===== src/rtl/fft_ctrl.sv =====
`timescale 1ns/1ps
// fft_ctrl: address/strobe sequencer for an in-place radix-2 DIT FFT with one shared butterfly.
// One butterfly is read per cycle; write-back addresses trail the reads by exactly one cycle.
module fft_ctrl #(
  parameter int LOG2N = 4,
  parameter int AW    = LOG2N
) (
  input  logic             clk,
  input  logic             rst_n,
  input  logic             start,
  input  logic             inv,
  output logic             busy,
  output logic             done,
  output logic             rd_en,
  output logic [AW-1:0]    rd_addr_a,
  output logic [AW-1:0]    rd_addr_b,
  output logic [LOG2N-2:0] tw_addr,
  output logic             bf_inv,
  output logic             wr_en,
  output logic [AW-1:0]    wr_addr_a,
  output logic [AW-1:0]    wr_addr_b
);

  localparam int KW = LOG2N - 1;
  localparam int SW = $clog2(LOG2N);
  localparam logic [KW-1:0] K_LAST = {KW{1'b1}};
  localparam logic [SW-1:0] S_LAST = SW'(LOG2N - 1);

  typedef enum logic [1:0] {
    IDLE  = 2'd0,
    RUN   = 2'd1,
    DRAIN = 2'd2,
    DONE  = 2'd3
  } state_t;

  state_t          state_r, state_s;
  logic [SW-1:0]   s_r, s_s;
  logic [KW-1:0]   k_r, k_s;
  logic            inv_s;
  logic [AW-1:0]   half_s, j_s, g_s, a_s, b_s;
  logic [KW-1:0]   tw_s;

  // Next-state logic: stage/butterfly counters and the inverse-select latch.
  always_comb begin
    state_s = state_r;
    s_s     = s_r;
    k_s     = k_r;
    inv_s   = bf_inv;
    case (state_r)
      IDLE: begin
        if (start) begin
          state_s = RUN;
          s_s     = '0;
          k_s     = '0;
          inv_s   = inv;
        end else begin
          state_s = IDLE;
        end
      end
      RUN: begin
        if (k_r == K_LAST) begin
          state_s = DRAIN;
          k_s     = '0;
        end else begin
          k_s = k_r + KW'(1'b1);
        end
      end
      DRAIN: begin
        if (s_r == S_LAST) begin
          state_s = DONE;
        end else begin
          state_s = RUN;
          s_s     = s_r + SW'(1'b1);
        end
      end
      DONE:    state_s = IDLE;
      default: state_s = IDLE;
    endcase
  end

  // Butterfly addressing: the low s bits of k select the position inside a group,
  // the high bits select the group; the group base is k's high bits shifted up by one.
  always_comb begin
    half_s = AW'(1'b1) << s_r;
    j_s    = AW'(k_r) & (half_s - AW'(1'b1));
    g_s    = AW'(k_r) >> s_r;
    a_s    = ((g_s << s_r) << 1'b1) | j_s;
    b_s    = a_s | half_s;
    tw_s   = KW'(j_s << (KW - int'(s_r)));
  end

  // FSM state and counter registers.
  always_ff @(posedge clk or negedge rst_n) begin
    if (!rst_n) begin
      state_r <= IDLE;
      s_r     <= '0;
      k_r     <= '0;
      bf_inv  <= 1'b0;
    end else begin
      state_r <= state_s;
      s_r     <= s_s;
      k_r     <= k_s;
      bf_inv  <= inv_s;
    end
  end

  // Registered read/write strobes and addresses; the write side is the read side one cycle late.
  always_ff @(posedge clk or negedge rst_n) begin
    if (!rst_n) begin
      rd_en     <= 1'b0;
      rd_addr_a <= '0;
      rd_addr_b <= '0;
      tw_addr   <= '0;
      wr_en     <= 1'b0;
      wr_addr_a <= '0;
      wr_addr_b <= '0;
      busy      <= 1'b0;
      done      <= 1'b0;
    end else begin
      rd_en     <= (state_r == RUN);
      rd_addr_a <= (state_r == RUN) ? a_s : '0;
      rd_addr_b <= (state_r == RUN) ? b_s : '0;
      tw_addr   <= (state_r == RUN) ? tw_s : '0;
      wr_en     <= rd_en;
      wr_addr_a <= rd_addr_a;
      wr_addr_b <= rd_addr_b;
      busy      <= (state_r == RUN) || (state_r == DRAIN);
      done      <= (state_r == DONE);
    end
  end

endmodule


===== config.mk =====
export PLATFORM = sky130hd
export DESIGN_NAME = fft_ctrl
export DESIGN_NICKNAME = d
export VERILOG_FILES = /design/src/rtl/fft_ctrl.sv
export SDC_FILE = /design/constraint.sdc
export NUM_CORES = 1
export LEC_CHECK = 0
export ABC_CLOCK_PERIOD_IN_PS = 1670
export CAP_MARGIN = 20
export CORE_MARGIN = 2
export CORE_UTILIZATION = 54
export CTS_CLUSTER_DIAMETER = 30
export DETAILED_ROUTE_END_ITERATION = 8
export DONT_BUFFER_PORTS = 1
export PLACE_DENSITY_LB_ADDON = 0.08
export REMOVE_ABC_BUFFERS = 1
export SYNTH_ARGS = -nofsm -noshare
export SYNTH_HDL_FRONTEND = slang
export SYNTH_SLANG_ARGS = --single-unit

===== constraint.sdc =====
create_clock -name clk -period 1.67 [get_ports clk]
set_clock_uncertainty 0.15 [all_clocks]
set_input_delay 0.2505 -clock clk [delete_from_list [all_inputs] [get_ports clk]]
set_output_delay 0.2505 -clock clk [all_outputs]
set_load 0.01 [all_outputs]

# After elaboration in Yosys (flattened, before gate mapping)
# Index checks and enable logic that the tools add are counted.
[op_classes] addsub=4 eq_ne=8 shift=4 n_mux=13 bitwise_logic=3 reduce_logical=7
[op_table] cell="left shift 4 x 32 -> 3 bit" n=1
[op_table] cell="2-to-1 mux 3 bit" n=3
[op_table] cell="2-to-1 mux 2 bit" n=4
[op_table] cell="2-to-1 mux 4 bit" n=2
[op_table] cell="OR 4 bit" n=2
[op_table] cell="case mux 2 bit (4 select lines)" n=1
[op_table] cell="equality test 2 bit (second input constant)" n=3
[op_table] cell="!= test 2 bit (second input constant)" n=3
[op_table] cell="case mux 3 bit (2 select lines)" n=1
[op_table] cell="AND 3 x 4 -> 4 bit" n=1
[op_table] cell="case mux 2 bit (2 select lines)" n=1
[op_table] cell="AND reduction 2 bit" n=2
[op_table] cell="nonzero test 2 bit" n=2
[op_table] cell="left shift 1 x 2 -> 4 bit (first input constant)" n=1
[op_table] cell="left shift 4 x 2 -> 3 bit" n=1
[op_table] cell="right shift 3 x 2 -> 4 bit" n=1
[op_table] cell="subtractor 4 x 1 -> 4 bit (second input constant)" n=1
[op_table] cell="adder 3 x 1 -> 3 bit (second input constant)" n=1
[op_table] cell="equality test 3 bit (second input constant)" n=1
[op_table] cell="AND reduction 3 bit" n=1
[op_table] cell="subtractor 2 x 2 -> 3 bit (first input constant)" n=1
[op_table] cell="adder 2 x 1 -> 2 bit (second input constant)" n=1
[op_table] cell="equality test 2 x 1 -> 1 bit (second input constant)" n=1
[op_table] cell="zero test 2 bit" n=1
[op_table] cell="other kinds (2)" n=2
[word_totals] reg_bits=31 input_bits=4 output_inout_bits=24 word_cells=52

# Longest topological paths before layout
# Gate-level depths: netlist of the first run.
[logic_depth] depth_word=6 mapped_depth=6 ltp_nobuf=5

# Worst setup path before layout of the first run
# Ideal clock, no wire load.
[synth_path] path_kind="reg-to-reg" start="register s_r[0]" end="register tw_addr[2]" setup_ns=0.123 arrival_ns=1.298 required_time_ns=1.397 setup_slack_ns=0.099 path_stages_with_launch=7 path_buffers=1 period_less_slack_ns=1.571 cell_sequence="dfrtp_1 > buf_4 > inv_1 > ha_1 > and3b_2 > a21boi_1 > o2bb2ai_1"
[synth_between] elab_chain_len=5 word_cells_on_any_way=6 classes_between="2 x add/sub; 2 x shift; 1 x mux; 1 x bitwise"
[synth_rtl] element="from (decl)" line="37" source="logic [SW-1:0] s_r, s_s;"
[synth_rtl] element="from (signal assigned)" line="101" source="s_r <= s_s;"
[synth_rtl] element="left shift 1 x 2 -> 4 bit" line="84" source="half_s = AW'(1'b1) << s_r;"
[synth_rtl] element="subtractor 4 x 1 -> 4 bit" line="85" source="j_s = AW'(k_r) & (half_s - AW'(1'b1));"
[synth_rtl] element="AND 3 x 4 -> 4 bit" line="85"
[synth_rtl] element="left shift 4 x 32 -> 3 bit *" line="89" source="tw_s = KW'(j_s << (KW - int'(s_r)));"
[synth_rtl] element="2-to-1 mux 3 bit *" line="123" source="tw_addr <= (state_r == RUN) ? tw_s : '0;"
[synth_rtl] element="to (signal assigned)" line="123"
[synth_rtl] element="to (decl)" line="17" source="output logic [LOG2N-2:0] tw_addr,"
# Every way passes the cells marked *; elsewhere a longest branch is shown, timed or not.
# A chain may end at the register's enable or synchronous reset.

# Worst setup path after layout of the first run
# Same ends and word-level chain as after synthesis.

==> results of run 1 <==
-- report_power, final --
part           switching [mW]  leakage [nW]  internal [mW]
clock network           0.244        0.0482          0.354
logic                   0.483         0.282          0.438
registers               0.234         0.411          0.990
total                   0.961         0.742           1.78
-- critical path: cells and delay by family, from the launching register on --
family / cells / cell delay [ns]
DFF: 1 / 0.42
adders and majority gates: 1 / 0.28
and+or+nand+nor: 1 / 0.25
AOI/OAI and AO/OA: 2 / 0.25
buffers and inverters: 1 / 0.15
-- routing by layer --
layer  vias up  global-route usage  part of all wire
met1       377               0.221              0.43
met4         0               0.136             0.023
met2        27               0.264              0.48
met3         5              0.0603             0.061
li1        370                   -                 -
met5         -                   0                 0
-- worst min-delay path by stage --
stage	start	slack [ns]	end
after CTS	start	0.04	k_r[1]$_DFFE_PN0P_
after detailed placement	rst_n	-0.19	wr_en$_DFF_PN0_
after floorplan	rst_n	-0.20	bf_inv$_DFFE_PN0P_
after global placement	rst_n	-0.19	wr_en$_DFF_PN0_
after global routing	start	0.006	k_r[0]$_DFFE_PN0P_
final	start	0.003	k_r[0]$_DFFE_PN0P_
-- cells in the mapped netlist --
master / instances
o31ai_1: 2
dfrtp_1: 31
nor2b_1: 2
mux2i_1: 1
a21boi_0: 1
and3_1: 1
a32oi_1: 1
and3b_2: 1
inv_1: 7
mux2_2: 1
a21o_1: 1
o21ai_0: 2
xnor2_1: 1
buf_4: 2
a21oi_1: 3
o2bb2ai_1: 1
a22o_1: 2
and2_1: 1
o21ai_1: 2
a32o_1: 1
a21boi_1: 1
ha_1: 10
and3_2: 1
nand2_1: 10
o21a_1: 2
nor2_1: 2
nand2b_1: 3
a31oi_1: 3
or2_0: 1
nor3b_1: 1
-- layout make-up --
class	count	area, µm²
multi-input cells	58	448
clock buffers	6	51.3
flip-flops and latches	31	776
well taps	28	35.0
clock inverters	2	35.0
fillers	166	709
inverters	7	26.3
repair buffers	12	110
-- cells by family after synthesis --
family                     synth area share
DFF                                   0.624
and+or+nand+nor                      0.0966
AOI/OAI and AO/OA                     0.122
adders and majority gates             0.101
buffers and inverters                0.0332
muxes                                0.0171
xor gates and xnor gates            0.00704
-- registers in the layout, indices dropped and copies added (netlist names) --
| register | cells |
|---|---|
| rd_addr_a | 4 |
| rd_addr_b | 4 |
| wr_addr_a | 4 |
| wr_addr_b | 4 |
| k_r | 3 |
| tw_addr | 3 |
| s_r | 2 |
| state_r | 2 |
| bf_inv | 1 |
| busy | 1 |
| done | 1 |
| rd_en | 1 |
| wr_en | 1 |
-- what timing repair did --
| action | in CTS | in global routing |
|---|---|---|
| setup endpoints to repair | 0 | 2 |
| gates resized for setup | 0 | 4 |
| hold buffers | 4 | 0 |
| setup buffers | 0 | 1 |
| hold endpoints to repair | 32 | 0 |
-- per-stage QoR --
| step | hold WS (ns) | instances |
|---|---|---|
| 6_report | 0.00290 | 144 |
| 3_3_place_gp | -0.195 | 131 |
| 2_1_floorplan | -0.195 | 96 |
| 3_5_place_dp | -0.195 | 131 |
| 4_1_cts | 0.0369 | 143 |
| 5_1_grt | 0.00601 | 144 |
==> results.md, run 1 <==
- Status: completed
- Antenna violations before repair: 0
- Final Max Slew Viols: 0
- # DRC: 0
- Overflow after GRT: 0
- Critical Path Sink: tw_addr[2]$_DFF_PN0_
- Vias in the first global route: 760
- Leakage dissipation: about 0.74 nW
- Relative slew slack: 0.829
- Fin crit period: ~1.6 ns
- Num rows: 17
- Max-cap viol count: 0
- Tightest Hold Check Type: in -> reg
- H-Tree Level Count: 2
- N_diodes: 0
- Dpl ws: 0.114 ns
- Total chip power: roughly 2.7 mW
- Clk root buf: clkbuf_4
- Avg Inst Size Synth: 12.7 µm²
- Synth Cell Area: 0.00124 mm²
- I/O pins: 28
- Area growth from synthesis to layout: 19.1%
- Final worst path period share: 0.965
- DRT Wirelength: around 2.1 mm
- # clock sinks: 31
- Post-route cell area: about 0.0015 mm²
- CP required: between 1.5 and 2 ns
- DR pass1 iterations: 4
- Max frequency: around 620 MHz
- Routed len/inst: roughly 15 µm
- Most area-hungry cell type in the Yosys netlist: dfrtp_1
- Cell Pwr Density: roughly 1900 mW/mm²
- Final Wtd Congestion: 0.867
- DRT iter0 DRCs: 10
- Post-route setup slack: 0.0589 ns
- Nets: roughly 130
- Number of port buffers: 0
- Final HPWL DP: 1.46 mm
- Clk slew on worst S/H paths: around 0.10 ns
- R2R Setup Slk: between 0.05 and 0.06 ns
- Slowest library cell on the worst path: dfrtp_1
- Register area share after synthesis: 0.624
- Most common cell after layout, fill and taps aside: dfrtp_1
- Max clock buf depth: 2
- Total CTS buffers: 5
- Layout cell share with drive strength beyond 1: 0.207
- Most frequent cells in the layout: 31 x dfrtp_1, 10 x nand2_1, 9 x ha_1
- Via/cell ratio: roughly 5.4
- Hold path cells: 3
- Global-route usage over all layers: 0.181
- Die ar.: approximately 0.0027 mm²
- Clk Latency, worst-skew pair: ~0.33 ns
- Reg2reg end: tw_addr[2]$_DFF_PN0_
- WP data arrival: ~1.7 ns
- TNS Setup: 0 ns
- Die Height: about 52 µm
- RSZ-0062 raised after global routing: no
- Final Util: 0.676
- Post-Synthesis Cells: 98
- Die W: approximately 52 µm
- Largest cells by area after synthesis: dfrtp_1 62%, ha_1 10%, nand2_1 3.0%, inv_1 2.1%, a31oi_1 1.5%
- Worst setup path category: reg -> reg
- Post-DRT Antenna Nets: 0
- Share of the synthesized area in the top cell type: 0.624
- Worst reg2reg path depth: 5
- Max incr delay on CP: around 0.42 ns
- Cell Area, Placed: 0.00132 mm²
- Max VDD drop: between 1 and 1.5 mV
- Initial core utilization: 0.568
- Core ar.: ~0.0022 mm²
- Worst setup path startpoint: s_r[0]$_DFFE_PN0P_
- Wire length of the first global-routing pass: approximately 3.4 mm
- CTS tree: done
- FF-to-FF Start: s_r[0]$_DFFE_PN0P_
- Final hold vios: 0
- Worst-Margin Slew: approximately 0.25 ns
- Synth unique cells: 30
- Synth Warn #: 0
- Type of origin of the critical path: flip-flop
- Critical path fanouts, max: 4
- Kind of end point of the critical path: flip-flop
- Via Count: about 800
- CP Cell Sequence: inv_1 -> ha_1 -> and3b_2 -> a21boi_1 -> o2bb2ai_1
- Largest net degree at the start of global routing: 32
- #FFs+latches synth: 31
- Finish-stage setup viols: 0
Note: power is estimated with default switching activity, not from simulation.
==> inputs of run 2 (changes only) <==
- REMOVE_ABC_BUFFERS: 1 -> default
==> results.md, run 2 (synthesis gave the netlist of run 1 again) <==
- Status: completed
- Die Height: 52.0 µm (unchanged)
- Cell Area, Placed: 0.00131 mm² (-0.57%)
- Initial core utilization: 0.568 (unchanged)
- Num rows: 17 (unchanged)
- Leakage dissipation: 0.719 nW (-3.1%)
- Fillers: 156 (-6.0%)
- # DRC: 0 (unchanged)
- Max VDD drop: 1.13 mV (-15%)
- Worst reg2reg path depth: 5 (unchanged)
- Finish-stage setup viols: 0 (unchanged)
- DRT Wirelength: 2.07 mm (-0.67%)
- Max clock buf depth: 2 (unchanged)
- Fin crit period: 1.57 ns (-0.0371 ns)
- Final hold vios: 0 (unchanged)
- # clock sinks: 31 (unchanged)
- Post-route cell area: 0.00145 mm² (-1.9%)
- Worst-Margin Slew: 0.257 ns (+0.00272 ns)
- R2R Setup Slk: 0.1 ns (+0.04 ns)
- Min-delay src: start
- Area growth from synthesis to layout: 16.8%
- Total chip power: 2.59 mW (-5.4%)
- FF-to-FF Start: s_r[0]$_DFFE_PN0P_
- Final HPWL DP: 1.43 mm (-1.9%)
- Global-route usage over all layers: 0.191 (+0.0102)
- N_diodes: 0 (unchanged)
- Kind of end point of the critical path: flip-flop
- Clk slew on worst S/H paths: 0.09 ns (about the same)
- CP required: 1.73 ns (about the same)
- Reg2reg end: tw_addr[2]$_DFF_PN0_
- Critical path fanouts, max: 7 (+3)
- Post-DRT Antenna Nets: 0 (unchanged)
- Final Wtd Congestion: 0.746 (-14%)
- Die W: 52.0 µm (unchanged)
- Most frequent cells in the layout: 29 x dfrtp_1, 10 x nand2_1, 8 x ha_1
- Max incr delay on CP: 0.45 ns (+0.03 ns)
- Hold path cells: 3 (unchanged)
- Number of port buffers: 0 (unchanged)
- Largest net degree at the start of global routing: 32 (unchanged)
- Antenna violations before repair: 0 (unchanged)
- CTS tree: done
- Layout cell share with drive strength beyond 1: 0.193 (-0.0139)
- Vias in the first global route: 792 (+4.2%)
- Post-CTS Setup Inserts: 0 (unchanged)
- Wire length of the first global-routing pass: 3.46 mm (+2.4%)
- DRT iter0 DRCs: 8 (-2)
- Hold Path Sink: k_r[1]$_DFFE_PN0P_
- I/O pins: 28 (unchanged)
- CP Cell Sequence: inv_1 -> ha_4 -> and3b_2 -> a21boi_1 -> o2bb2ai_1
- Worst setup path category: reg -> reg
- Via Count: 768 (-1.4%)
- Max-cap viol count: 0 (unchanged)
- Most common cell after layout, fill and taps aside: dfrtp_1
- Clk Latency, worst-skew pair: 0.33 ns (about the same)
- Max frequency: 635 MHz (+2.4%)
- Via/cell ratio: 5.41 (about the same)
- Tightest Hold Check Type: in -> reg
- Routed len/inst: 14.6 µm (+0.73%)
- Final worst path period share: 0.942 (-0.0222)
- Relative slew slack: 0.824 (-0.00492)
- Total CTS buffers: 5 (unchanged)
- Type of origin of the critical path: flip-flop
- H-Tree Level Count: 2 (unchanged)
- Slowest library cell on the worst path: dfrtp_2
- Cell Pwr Density: 1790 mW/mm² (-3.5%)
- Final Max Slew Viols: 0 (unchanged)
- Nets: 127 (-1.6%)
- WP data arrival: 1.63 ns (-0.04 ns)
- Post-synthesis net count: around 110
- DR pass1 iterations: 4 (unchanged)
- Core ar.: 0.00219 mm² (unchanged)
- Overflow after GRT: 0 (unchanged)
- Die ar.: 0.00270 mm² (unchanged)
- Clk root buf: clkbuf_4
run 2: how the worst max path moves through the flow:
stage,slack [ns],start,end,cells past startpoint
2_1_floorplan,0.1,s_r[0]$_DFFE_PN0P_,tw_addr[2]$_DFF_PN0_,6
3_3_place_gp,0.13,s_r[0]$_DFFE_PN0P_,rd_addr_b[1]$_DFF_PN0_,5
3_5_place_dp,0.04,s_r[0]$_DFFE_PN0P_,rd_addr_b[1]$_DFF_PN0_,5
4_1_cts,0.02,s_r[0]$_DFFE_PN0P_,rd_addr_b[1]$_DFF_PN0_,5
5_1_grt,-0.002,s_r[0]$_DFFE_PN0P_,tw_addr[2]$_DFF_PN0_,5
6_report,0.1,s_r[0]$_DFFE_PN0P_,tw_addr[2]$_DFF_PN0_,5
run 2: what timing repair did:
action                     in CTS  in global routing
hold endpoints to repair       32                  0
hold buffers                    4                  0
gates resized for setup         0                  6
setup endpoints to repair       0                  7
run 2: power by group:
part / leakage [nW] / total, mW / switching (mW) / internal, mW
clock: 0.0386 / 0.480 / 0.232 / 0.247
sequential: 0.409 / 1.23 / 0.232 / 0.994
combinational: 0.271 / 0.888 / 0.474 / 0.414
run 2: critical path, delay by kind of cell, from the launching register on:
family | cells | cell delay [ns]
AOI/OAI and AO/OA | 2 | 0.26
adders and majority gates | 1 | 0.19
buffers and inverters | 1 | 0.17
DFF | 1 | 0.45
and+or+nand+nor | 1 | 0.23
run 2: final cells by class:
type	instances	area, µm²	area share
sequential	31	778	0.536
multi-input combinational	58	449	0.309
timing repair buffer	10	95.1	0.0655
clock buffer	8	68.8	0.0474
tap	28	35.0	0.0241
inverter	7	26.3	0.0181
run 2: per-layer routing:
metal | track usage | part of all wire | wire, µm
met1 | 0.203 | 0.40 | 839
met2 | 0.308 | 0.50 | 1030
met5 | 0 | 0 | 0
met3 | 0.0862 | 0.074 | 154
met4 | 0.118 | 0.023 | 48
run 2: per-stage QoR:
step	TNS (ns)	util	setup slack (ns)	hold WS, ns	cells
after floorplan	0	-	0.0989	-0.195	98
after global placement	0	0.597	0.129	-0.195	130
after detailed placement	0	0.597	0.0399	-0.195	130
after CTS	0	0.652	0.0242	0.0204	142
after global routing	-0.00224	0.663	-0.00224	0.0138	142
final	0	0.663	0.0960	0.0332	142
==> inputs of run 3 (changes only) <==
- HOLD_SLACK_MARGIN: default -> 0.06
==> results.md, run 3 (synthesis gave the netlist of run 1 again) <==
- I/O pins: 28 (unchanged)
- Die ar.: 0.00270 mm² (unchanged)
- Max-cap viol count: 0 (unchanged)
- Slowest library cell on the worst path: dfrtp_2
- Fillers: 154 (-1.3%)
- Routed len/inst: 14.6 µm (-0.22%)
- Cell Area, Placed: 0.00131 mm² (unchanged)
- WP data arrival: 1.63 ns (about the same)
- Worst setup path category: reg -> reg
- # DRC: 0 (unchanged)
- Most frequent cells in the layout: 29 x dfrtp_1, 10 x nand2_1, 8 x ha_1
- CTS tree: done
- Max incr delay on CP: 0.45 ns (about the same)
- Global-route usage over all layers: 0.190 (-0.00185)
- DRT Wirelength: 2.08 mm (+0.48%)
- Post-route cell area: 0.00146 mm² (+0.69%)
- Final Wtd Congestion: 0.746 (unchanged)
- Worst-Margin Slew: 0.258 ns (+0.00170 ns)
- Min-delay src: start
- Worst hold slack: 0.122 ns (+0.0889 ns)
- R2R Setup Slk: 0.1 ns (about the same)
- Cell Pwr Density: 1780 mW/mm² (-0.57%)
- Nets: 128 (+0.79%)
- Final worst path period share: 0.942 (about the same)
- Finish-stage setup viols: 0 (unchanged)
- Wire length of the first global-routing pass: 3.42 mm (-0.98%)
- Clk slew on worst S/H paths: 0.09 ns (about the same)
- Antenna violations before repair: 0 (unchanged)
- DRT iter0 DRCs: 8 (unchanged)
- Max clock buf depth: 2 (unchanged)
- Die W: 52.0 µm (unchanged)
- Total chip power: 2.60 mW (+0.11%)
- Initial core utilization: 0.568 (unchanged)
- Core ar.: 0.00219 mm² (unchanged)
- N_diodes: 0 (unchanged)
- Type of origin of the critical path: flip-flop
- Number of port buffers: 0 (unchanged)
- Worst reg2reg path depth: 5 (unchanged)
- Hold Path Sink: k_r[2]$_DFFE_PN0P_
- Kind of end point of the critical path: flip-flop
- Status: completed
- Tightest Hold Check Type: in -> reg
- FF-to-FF Start: s_r[0]$_DFFE_PN0P_
- Area growth from synthesis to layout: 17.6%
- Relative slew slack: 0.823 (-0.00117)
- Largest net degree at the start of global routing: 32 (unchanged)
- Critical path fanouts, max: 7 (unchanged)
- Fin crit period: 1.57 ns (-0.0000109 ns)
- Final HPWL DP: 1.43 mm (unchanged)
- Via Count: 773 (+0.65%)
- DR pass1 iterations: 4 (unchanged)
- Leakage dissipation: 0.723 nW (+0.58%)
- Vias in the first global route: 782 (-1.3%)
- Clk root buf: clkbuf_4
- Total CTS buffers: 5 (unchanged)
- Final hold vios: 0 (unchanged)
- CP Cell Sequence: inv_1 -> ha_4 -> and3b_2 -> a21boi_1 -> o2bb2ai_1
- Post-DRT Antenna Nets: 0 (unchanged)
- Die Height: 52.0 µm (unchanged)
- Hold path cells: 2 (-1)
- # clock sinks: 31 (unchanged)
- Reg2reg end: tw_addr[2]$_DFF_PN0_
- Clk Latency, worst-skew pair: 0.33 ns (about the same)
- Most common cell after layout, fill and taps aside: dfrtp_1
- Overflow after GRT: 0 (unchanged)
- Num rows: 17 (unchanged)
- Post-synthesis net count: 112 (unchanged)
- Layout cell share with drive strength beyond 1: 0.191 (-0.00168)
- Max frequency: 635 MHz (about the same)
- Final Max Slew Viols: 0 (unchanged)
- H-Tree Level Count: 2 (unchanged)
- Max VDD drop: 1.12 mV (-0.89%)
- CP required: 1.73 ns (about the same)
- Via/cell ratio: 5.41 (about the same)
-- run 3: per-stage QoR --
stage,TNS [ns],setup slack (ns),std cells,utilization
2_1_floorplan,0,0.0989,98,-
3_3_place_gp,0,0.129,130,0.597
3_5_place_dp,0,0.0399,130,0.597
4_1_cts,0,0.0242,142,0.652
5_1_grt,-0.00224,-0.00224,143,0.668
6_report,0,0.0960,143,0.668
-- run 3: where the power goes --
group	leakage (nW)	total, mW	internal (mW)	switching (mW)
registers	0.409	1.23	0.994	0.232
clock network	0.0386	0.479	0.247	0.232
logic	0.275	0.891	0.416	0.475
-- run 3: worst max path at each step --
| stage | start | depth (start not counted) | end | slack, ns |
|---|---|---|---|---|
| 6_report | s_r[0]$_DFFE_PN0P_ | 5 | tw_addr[2]$_DFF_PN0_ | 0.1 |
| 5_1_grt | s_r[0]$_DFFE_PN0P_ | 5 | tw_addr[2]$_DFF_PN0_ | -0.002 |
| 4_1_cts | s_r[0]$_DFFE_PN0P_ | 5 | rd_addr_b[1]$_DFF_PN0_ | 0.02 |
| 3_5_place_dp | s_r[0]$_DFFE_PN0P_ | 5 | rd_addr_b[1]$_DFF_PN0_ | 0.04 |
| 3_3_place_gp | s_r[0]$_DFFE_PN0P_ | 5 | rd_addr_b[1]$_DFF_PN0_ | 0.13 |
| 2_1_floorplan | s_r[0]$_DFFE_PN0P_ | 6 | tw_addr[2]$_DFF_PN0_ | 0.1 |
-- run 3: repair_timing --
action,in CTS,in global routing
setup endpoints to repair,0,7
gates resized for setup,0,6
endpoints found under the hold margin,34,1
buffers inserted,0,0
hold buffers,4,1
-- run 3: layout make-up --
type / instances / area, µm² / share of cell area
multi-input cells: 58 / 449 / 0.307
inverters: 7 / 26.3 / 0.0180
clock buffers: 8 / 68.8 / 0.0470
flip-flops and latches: 31 / 778 / 0.532
well taps: 28 / 35.0 / 0.0240
repair buffers: 11 / 105 / 0.0719
-- run 3: metal layers --
layer	up-vias	share of wire	GRT usage
met5	-	0	0
met4	0	0.023	0.118
met3	6	0.072	0.0862
met2	26	0.49	0.302
met1	372	0.41	0.203
li1	369	-	-
-- run 3: critical path: cells and delay by family (launching register included) --
kind / cells / cell delay (ns)
simple gates: 1 / 0.23
buf+inv: 1 / 0.17
flops: 1 / 0.45
compound gates: 2 / 0.26
fa+ha+maj: 1 / 0.19
